**config.mk**
```make
export PLATFORM = sky130hd
export DESIGN_NAME = config_reg_block
export DESIGN_NICKNAME = d
export VERILOG_FILES = /design/src/rtl/config_reg_block_pkg.sv /design/src/rtl/config_reg_block.sv
export SDC_FILE = /design/constraint.sdc
export NUM_CORES = 1
export LEC_CHECK = 0
export CAP_MARGIN = 30
export CORE_MARGIN = 2
export CORE_UTILIZATION = 40
export DETAILED_ROUTE_END_ITERATION = 16
export PLACE_DENSITY = 0.78
export SETUP_SLACK_MARGIN = 0.2
export SLEW_MARGIN = 15
export SYNTH_ARGS = -nofsm -noshare
export SYNTH_HDL_FRONTEND = slang
export SYNTH_SLANG_ARGS = --single-unit
```
**constraint.sdc**
```tcl
create_clock -name clk -period 1.6 [get_ports clk]
set_clock_uncertainty 0.05 [all_clocks]
set_input_delay 0.24 -clock clk [delete_from_list [all_inputs] [get_ports clk]]
set_output_delay 0.24 -clock clk [all_outputs]
set_load 0.01 [all_outputs]
```
**src/rtl/config_reg_block_pkg.sv**
```systemverilog
// config_reg_block_pkg
// Shared definitions for the configuration register block: register
// addresses, power-on configuration values, command bit positions and the
// bus-handshake FSM state encoding.
package config_reg_block_pkg;

    // Register addresses; anything at or above NUM_REGS is unmapped
    localparam logic [2:0]  REG_CTRL0       = 3'd0;
    localparam logic [2:0]  REG_CTRL1       = 3'd1;
    localparam logic [2:0]  REG_THR_CORRUPT = 3'd2;
    localparam logic [2:0]  REG_THR_TTC     = 3'd3;
    localparam logic [2:0]  REG_THR_DDR3    = 3'd4;
    localparam logic [2:0]  REG_CMD         = 3'd5;
    localparam int unsigned NUM_REGS        = 6;

    // Configuration values after reset
    localparam logic [4:0]  RST_CHAN_EN        = 5'h1F;
    localparam logic [2:0]  RST_FILL_TYPE      = 3'd1;
    localparam logic        RST_ENDIANNESS     = 1'b0;
    localparam logic [3:0]  RST_TRIG_DELAY     = 4'd0;
    localparam logic [7:0]  RST_TRIG_SETTINGS  = 8'd0;
    localparam logic [4:0]  RST_READOUT_PAUSE  = 5'd0;
    localparam logic [31:0] RST_THRESHOLD      = 32'd1;

    // Bit positions inside the command register
    localparam int CMD_RST_ERR_COUNTS = 0;
    localparam int CMD_SOFT_RST       = 1;
    localparam int CMD_CLR_TRIG_NUM   = 2;

    typedef enum logic [1:0] {
        ST_IDLE = 2'd0,
        ST_RESP = 2'd1,
        ST_WAIT = 2'd2
    } state_t;

endpackage

```
**src/rtl/config_reg_block.sv**
```systemverilog
// config_reg_block
// IPbus write/read slave holding all software-settable configuration and
// generating one-cycle command strobes.
//
// Optional feature macro: CFG_READBACK_EN
//   defined   -> reads of 0x0-0x4 return register contents (0x5 reads 0) with ack
//   undefined -> every read is answered with err and rdata 0
//
// Ports:
//   clk, reset (synchronous, active-high)
//   ipb_strobe/ipb_write/ipb_addr/ipb_wdata : request from the transaction decoder
//   ipb_rdata/ipb_ack/ipb_err               : one-cycle response
//   chan_en .. thres_ddr3_overflow          : configuration outputs
//   rst_err_counts, soft_rst, clr_trig_num  : one-cycle command pulses
//   cfg_changed                             : pulse after an accepted write to 0x0-0x4
module config_reg_block
    import config_reg_block_pkg::*;
#(
    parameter int ADDR_W = 4
) (
    input  logic              clk,
    input  logic              reset,
    input  logic              ipb_strobe,
    input  logic              ipb_write,
    input  logic [ADDR_W-1:0] ipb_addr,
    input  logic [31:0]       ipb_wdata,
    output logic [31:0]       ipb_rdata,
    output logic              ipb_ack,
    output logic              ipb_err,
    output logic [4:0]        chan_en,
    output logic [2:0]        fill_type,
    output logic              endianness_sel,
    output logic [3:0]        trig_delay,
    output logic [7:0]        trig_settings,
    output logic [4:0]        acq_readout_pause,
    output logic [31:0]       thres_data_corrupt,
    output logic [31:0]       thres_unknown_ttc,
    output logic [31:0]       thres_ddr3_overflow,
    output logic              rst_err_counts,
    output logic              soft_rst,
    output logic              clr_trig_num,
    output logic              cfg_changed
);

    state_t      state;
    logic        req_write;
    logic        req_mapped;
    logic [2:0]  req_sel;
    logic [31:0] req_wdata;

`ifdef CFG_READBACK_EN
    logic [31:0] readback;

    // Readback mux for the captured address; reserved bits read as 0
    always_comb begin
        readback = 32'd0;
        case (req_sel)
            REG_CTRL0:       readback = {19'd0, trig_delay, endianness_sel, fill_type, chan_en};
            REG_CTRL1:       readback = {19'd0, acq_readout_pause, trig_settings};
            REG_THR_CORRUPT: readback = thres_data_corrupt;
            REG_THR_TTC:     readback = thres_unknown_ttc;
            REG_THR_DDR3:    readback = thres_ddr3_overflow;
            default:         readback = 32'd0;
        endcase
    end
`endif

    // Handshake FSM plus register file. The request is captured on acceptance
    // and only acted upon at the end of RESP, so a reset arriving during RESP
    // discards the transaction without any response or register update.
    always_ff @(posedge clk) begin
        if (reset) begin
            state               <= ST_IDLE;
            req_write           <= 1'b0;
            req_mapped          <= 1'b0;
            req_sel             <= 3'd0;
            req_wdata           <= 32'd0;
            ipb_ack             <= 1'b0;
            ipb_err             <= 1'b0;
            ipb_rdata           <= 32'd0;
            rst_err_counts      <= 1'b0;
            soft_rst            <= 1'b0;
            clr_trig_num        <= 1'b0;
            cfg_changed         <= 1'b0;
            chan_en             <= RST_CHAN_EN;
            fill_type           <= RST_FILL_TYPE;
            endianness_sel      <= RST_ENDIANNESS;
            trig_delay          <= RST_TRIG_DELAY;
            trig_settings       <= RST_TRIG_SETTINGS;
            acq_readout_pause   <= RST_READOUT_PAUSE;
            thres_data_corrupt  <= RST_THRESHOLD;
            thres_unknown_ttc   <= RST_THRESHOLD;
            thres_ddr3_overflow <= RST_THRESHOLD;
        end else begin
            // Response and pulses default low so they last exactly one cycle
            ipb_ack        <= 1'b0;
            ipb_err        <= 1'b0;
            ipb_rdata      <= 32'd0;
            rst_err_counts <= 1'b0;
            soft_rst       <= 1'b0;
            clr_trig_num   <= 1'b0;
            cfg_changed    <= 1'b0;

            case (state)
                ST_IDLE: begin
                    if (ipb_strobe) begin
                        req_write  <= ipb_write;
                        req_mapped <= (32'(ipb_addr) < NUM_REGS);
                        req_sel    <= ipb_addr[2:0];
                        req_wdata  <= ipb_wdata;
                        state      <= ST_RESP;
                    end
                end

                ST_RESP: begin
                    state <= ST_WAIT;
                    if (!req_mapped) begin
                        ipb_err <= 1'b1;
                    end else if (req_write) begin
                        ipb_ack <= 1'b1;
                        case (req_sel)
                            REG_CTRL0: begin
                                chan_en        <= req_wdata[4:0];
                                fill_type      <= req_wdata[7:5];
                                endianness_sel <= req_wdata[8];
                                trig_delay     <= req_wdata[12:9];
                            end
                            REG_CTRL1: begin
                                trig_settings     <= req_wdata[7:0];
                                acq_readout_pause <= req_wdata[12:8];
                            end
                            REG_THR_CORRUPT: thres_data_corrupt  <= req_wdata;
                            REG_THR_TTC:     thres_unknown_ttc   <= req_wdata;
                            REG_THR_DDR3:    thres_ddr3_overflow <= req_wdata;
                            default: begin
                                rst_err_counts <= req_wdata[CMD_RST_ERR_COUNTS];
                                soft_rst       <= req_wdata[CMD_SOFT_RST];
                                clr_trig_num   <= req_wdata[CMD_CLR_TRIG_NUM];
                            end
                        endcase
                        // The command register is not configuration
                        cfg_changed <= (req_sel != REG_CMD);
                    end else begin
`ifdef CFG_READBACK_EN
                        ipb_ack   <= 1'b1;
                        ipb_rdata <= readback;
`else
                        ipb_err   <= 1'b1;
`endif
                    end
                end

                ST_WAIT: begin
                    if (!ipb_strobe) begin
                        state <= ST_IDLE;
                    end
                end

                default: state <= ST_IDLE;
            endcase
        end
    end

endmodule

```
# Word-level counts from Yosys, hierarchy flattened
# Cells that the tools add are included.
# Widths: inputs -> output; s select.
# classes
magnitude_cmp	1
eq_ne	9
muxes	6
n_bitwise	3
reduce_logical	13
# op_table
cell	n
$reduce_and 4->1	5
$reduce_or 9->1	1
$eq 3x2->1 const B	2
$pmux 2 s3	1
$lt 4x3->1 const B	1
$mux 2	2
$ne 2x2->1 const B	2
$reduce_and 2->1	2
$reduce_or 4->1	1
$eq 3x1->1 const B	1
$eq 3x3->1 const B	1
$logic_not 3->1	1
$mux 1	3
$ne 3x3->1 const B	1
$not 1->1	3
$reduce_or 3->1	1
$eq 2x1->1 const B	1
$eq 2x2->1 const B	1
$logic_not 2->1	1
$reduce_or 2->1	1
# word_totals
register_bits	167
input_bits	40
out_inout_bits	160
word_cells	52

# Depth between registers and ports, before layout
# depth
ltp_word	3
ltp_mapped	6
mapped_depth_nobuf	3

# Least setup slack after synthesis
# OpenSTA, ideal clock, no wires.
# synth_path
path_kind	reg2reg
startpoint	register state[0]
endpoint	register thres_ddr3_overflow[6]
setup_ns	0.122
arrival_time_ns	1.443
path_slack_ns	-0.016
path_stages_with_launch	6
path_cell_list	dfxtp_1 nand4b_4 or4b_4 buf_6 buf_12 mux2i_1
# synth_between
elab_chain_cells	2
# synth_rtl
element	line_no	source
start: declaration	config_reg_block.sv:45	state_t state;
start signal: assignment	config_reg_block.sv:73	state <= ST_IDLE;
start signal: assignment	config_reg_block.sv:111	state <= ST_RESP;
start signal: assignment	config_reg_block.sv:116	state <= ST_WAIT;
$eq 2x1->1	config_reg_block.sv:104	case (state)
$reduce_and 4->1 (no line)	--	
end signal: assignment	config_reg_block.sv:134	REG_THR_DDR3: thres_ddr3_overflow <= req_wdata;
end: declaration	config_reg_block.sv:38	output logic [31:0] thres_ddr3_overflow,
# No other way between the ends.
# A chain may end at the register's enable or synchronous reset.

# Worst setup path in the final report
# layout_path
startpoint	register state[1]
endpoint	register thres_data_corrupt[29]
# layout_between
elab_chain_cells	2
# layout_rtl
element	line_no	source
$eq 2x1->1	config_reg_block.sv:104	
$reduce_and 4->1 (no line)	--	
end signal: assignment	config_reg_block.sv:132	REG_THR_CORRUPT: thres_data_corrupt <= req_wdata;
end: declaration	config_reg_block.sv:36	output logic [31:0] thres_data_corrupt,
# No other way between the ends.

==> run summary <==
The count of nets left with antenna violations once routing finished came out at 0. The flow ran to the end, but the final reports show violations. The run gives 0.618 as the utilization of the core after routing. The tools report the wire length after detailed routing as 19,200 microns. In the synthesized netlist the dominant register cell turns out to be sky130_fd_sc_hd__dfxtp_1. The die covers 17,900 sq um.

The later-pin clock latency in the skew report was 0.42 ns; the final-layout setup total negative slack was -0.125 ns. The path class of the tightest hold or removal check is in2reg. In this run the most critical hold path is launched from reset. The clock-pin slew on the worst setup and hold paths works out to 0.07 ns. The first-pass GRT wire length is 28,500 microns. After detailed routing, the number of vias per cell comes to 4.83. The tools report the max-capacitance violation count as 0.

Summed over all nets, the half-perimeter wirelength after detailed placement is 11,400 microns. In this run the critical register-to-register path is launched from state[1]. The number of cells on the worst reg-to-reg path is 5. The run gives 0.407 as the starting density of the core.

The number of DRC violations after detailed-routing iteration 0 is 253, and the count of input and output buffers is 167. Setup repair after global routing could not meet its margin everywhere. The endpoint class of the critical path was a flip-flop.

For this run, the number of Yosys warnings is 0. Ranked by total cell area, the synthesized netlist is headed by sky130_fd_sc_hd__dfxtp_1 (50%), sky130_fd_sc_hd__mux2i_1 (14%), sky130_fd_sc_hd__nand2b_1 (11%). The core region is 16,500 sq um. Measured along the y axis, the die boundary spans 134 microns. The post-route fraction of the period consumed by the critical path is 1.02, and the average wire per standard cell is 17.0 microns. After synthesis the cells add up to 6720 sq um.

Total of endpoints with negative setup slack in the final report: 4. Based on the critical path, the design can be clocked at up to 613 MHz. The post-synthesis instance total is 701, and the share of Yosys cell area claimed by the top area cell type is 0.498. For this design, the slowest cell found on the critical path is sky130_fd_sc_hd__or4_4.

The tools report the final max-slew violation count as 0. CTS placed an instance of sky130_fd_sc_hd__clkbuf_16 at the clock tree root. The tools report the placer's final routability congestion estimate as 0.762. The most critical setup path has its endpoint at thres_data_corrupt[29]. A synthesized cell averages 9.58 sq um.

Total clock buffers created by CTS: 17. The endpoint of the lowest-slack register-to-register path was thres_data_corrupt[29]. The least setup slack across all paths after layout is -0.0324 ns, and the count of hold buffers inserted by post-cts repair is 0.

The final reports fail on negative setup slack. Critical-path maximum fanout: 5. Clock tree synthesis found a total of 167 sinks. Compared with the post-synthesis result, the final layout area differs by 51.9%. Residual DRC count: 0.

The logs give 0.498 for the share of synthesized area occupied by flip-flops and latches and 937 for the final net count. The setup slack on the worst flop-to-flop path was -0.03 ns. The logs give 47 for the row count and 0 for the total overflow reported by the global router. For the global-route total usage across every layer, the log shows 0.206. The clock passes through at most 2 buffers. The minimum clock period works out to 1.63 ns. STA puts the critical path data required time at 1.86 ns.

The critical path goes through nand4b_4, or4_4, buf_12, buf_16, mux2i_1. The count of unique library cells instantiated by Yosys was 35; the leakage power figure was 4.96 nW. The first-pass iteration count of the detailed router came out at 4. The delay of the slowest cell on the worst path came out at 0.56 ns. Fraction of registers with async set or reset after synthesis: 0. The share of cells above drive strength 1 was 0.226; the total via count in the routed design was 5,463. Power per unit of standard cell area: 930 nW/um^2. TritonCTS built the clock tree. The repair_antennas step left the layout with diodes totalling 0.

After synthesis, the most frequently instantiated cells are sky130_fd_sc_hd__dfxtp_1 (167), sky130_fd_sc_hd__nand2b_1 (114), sky130_fd_sc_hd__mux2i_1 (91). Entering global routing, the biggest net connects 58 pins. For the pin with the worst max-slew slack, the measured transition is 0.573 ns.

In this run, synthesis inferred 0 flip-flops with an integrated enable. The register bit total from synthesis came out at 167. Worst-case vdd ir drop: 0.749 mV.

The critical path starts at state[1]. The tools report the number of antenna violations at the first check in global routing as 0. By instance count, the leading cell after synthesis is sky130_fd_sc_hd__dfxtp_1. The relative slew slack is 0.618, and the worst setup slack before clock tree synthesis is -0.143 ns. The setup path with the least slack is of type reg2reg. At the worst endpoint, the arrival time is 1.89 ns. The die is 134 microns wide. Number of endpoints with negative hold slack in the final report: 0. Via count of the first global-routing pass: 5,247. The largest total area in the synthesized netlist belongs to sky130_fd_sc_hd__dfxtp_1. 200 I/O pins were placed. The run gives 4 as the number of H-tree branching levels. The tools report the category of the worst setup path launch point as a flip-flop.
worst min path at each step:
| stage | endpoint | slack, ns | cells after the start |
|---|---|---|---|
| 6_report | state[0] | 0.14 | 2 |
| 3_3_place_gp | req_wdata[21] | 0.39 | 2 |
| 2_1_floorplan | req_write | 0.32 | 2 |
| 4_1_cts | state[0] | 0.13 | 2 |
| 5_1_grt | state[0] | 0.13 | 2 |
| 3_5_place_dp | req_wdata[14] | 0.40 | 2 |
sequential cells by signal, indices dropped and copies added (netlist names), 2 cells and up:
signal and cells:
thres_unknown_ttc 32, thres_ddr3_overflow 32, chan_en 5, fill_type 3, trig_settings 8, trig_delay 4, req_sel 3, req_wdata 32
acq_readout_pause 5, state 2, thres_data_corrupt 32
what timing repair did:
item | CTS | global route
pin swaps | 37 | 29
gates cloned | 10 | 5
buffers inserted | 8 | 4
resized for setup | 228 | 113
endpoints found under the setup margin | 282 | 168
layout by cell type, fill, tap and decap left out, types with 8 or more instances in the layout:
cell	synthesis	layout
sky130_fd_sc_hd__clkbuf_16	0	21
sky130_fd_sc_hd__clkdlybuf4s50_1	0	38
sky130_fd_sc_hd__buf_4	33	21
sky130_fd_sc_hd__a21oi_1	39	30
sky130_fd_sc_hd__dlygate4sd2_1	0	122
sky130_fd_sc_hd__nand2_1	74	42
sky130_fd_sc_hd__buf_6	4	8
sky130_fd_sc_hd__nor2_1	17	17
sky130_fd_sc_hd__conb_1	1	32
sky130_fd_sc_hd__buf_16	0	11
sky130_fd_sc_hd__mux2i_1	91	91
sky130_fd_sc_hd__buf_12	3	19
sky130_fd_sc_hd__o21ai_2	0	51
sky130_fd_sc_hd__dfxtp_1	167	161
sky130_fd_sc_hd__nand2b_1	114	114
sky130_fd_sc_hd__nand2_4	0	9
sky130_fd_sc_hd__nand2_2	0	23
sky130_fd_sc_hd__nor2b_1	31	31
sky130_fd_sc_hd__a21oi_2	0	9
metrics by stage:
stage | hold WS [ns] | instances | power [mW] | instance area [sq um]
after floorplan | 0.318 | 732 | 4.71 | 6930
after global placement | 0.392 | 1071 | 4.87 | 8650
after detailed placement | 0.397 | 1071 | 4.88 | 8650
after CTS | 0.127 | 1121 | 9.49 | 9790
after global routing | 0.135 | 1130 | 9.76 | 10200
final | 0.143 | 1130 | 9.49 | 10200
logic make-up (layout without fill, tap and decap cells):
kind of cell / Yosys count / count (layout) / share of synthesized area
AO/OA/AOI/OAI: 104 / 104 / 0.0784
buffers and inverters: 85 / 263 / 0.0790
flip-flops: 167 / 167 / 0.498
multiplexers: 91 / 91 / 0.136
other: 1 / 32 / 0.000558
AND/OR/NAND/NOR: 253 / 253 / 0.209
worst max-delay path, delay by kind of cell, from the launching register on:
family,cells,cell delay [ns]
and+or+nand+nor,2,0.74
DFF,1,0.32
buffers and inverters,2,0.31
muxes,1,0.10
routing by layer:
| layer | vias up | routed length (microns) | GRT usage | part of all wire |
|---|---|---|---|---|
| li1 | 2647 | - | - | - |
| met1 | 2622 | 8710 | 0.277 | 0.45 |
| met2 | 167 | 9160 | 0.333 | 0.48 |
| met3 | 27 | 942 | 0.0430 | 0.049 |
| met4 | 0 | 348 | 0.0662 | 0.018 |
| met5 | - | 0 | 0 | 0 |
area by class of cell:
type | count | area [sq um]
clock inverter | 13 | 191
fill | 1403 | 6320
tap | 220 | 275
timing repair buffer | 230 | 2550
multi-input combinational | 480 | 3370
inverter | 1 | 3.75
clock buffer | 19 | 453
sequential | 167 | 3360
power by group:
| part | internal [mW] | switching [mW] |
|---|---|---|
| Clock | 2.72 | 1.74 |
| Combinational | 0.383 | 0.374 |
| Sequential | 4.22 | 0.0566 |
| Total | 7.32 | 2.17 |
Power figures use the tool's default switching activity.
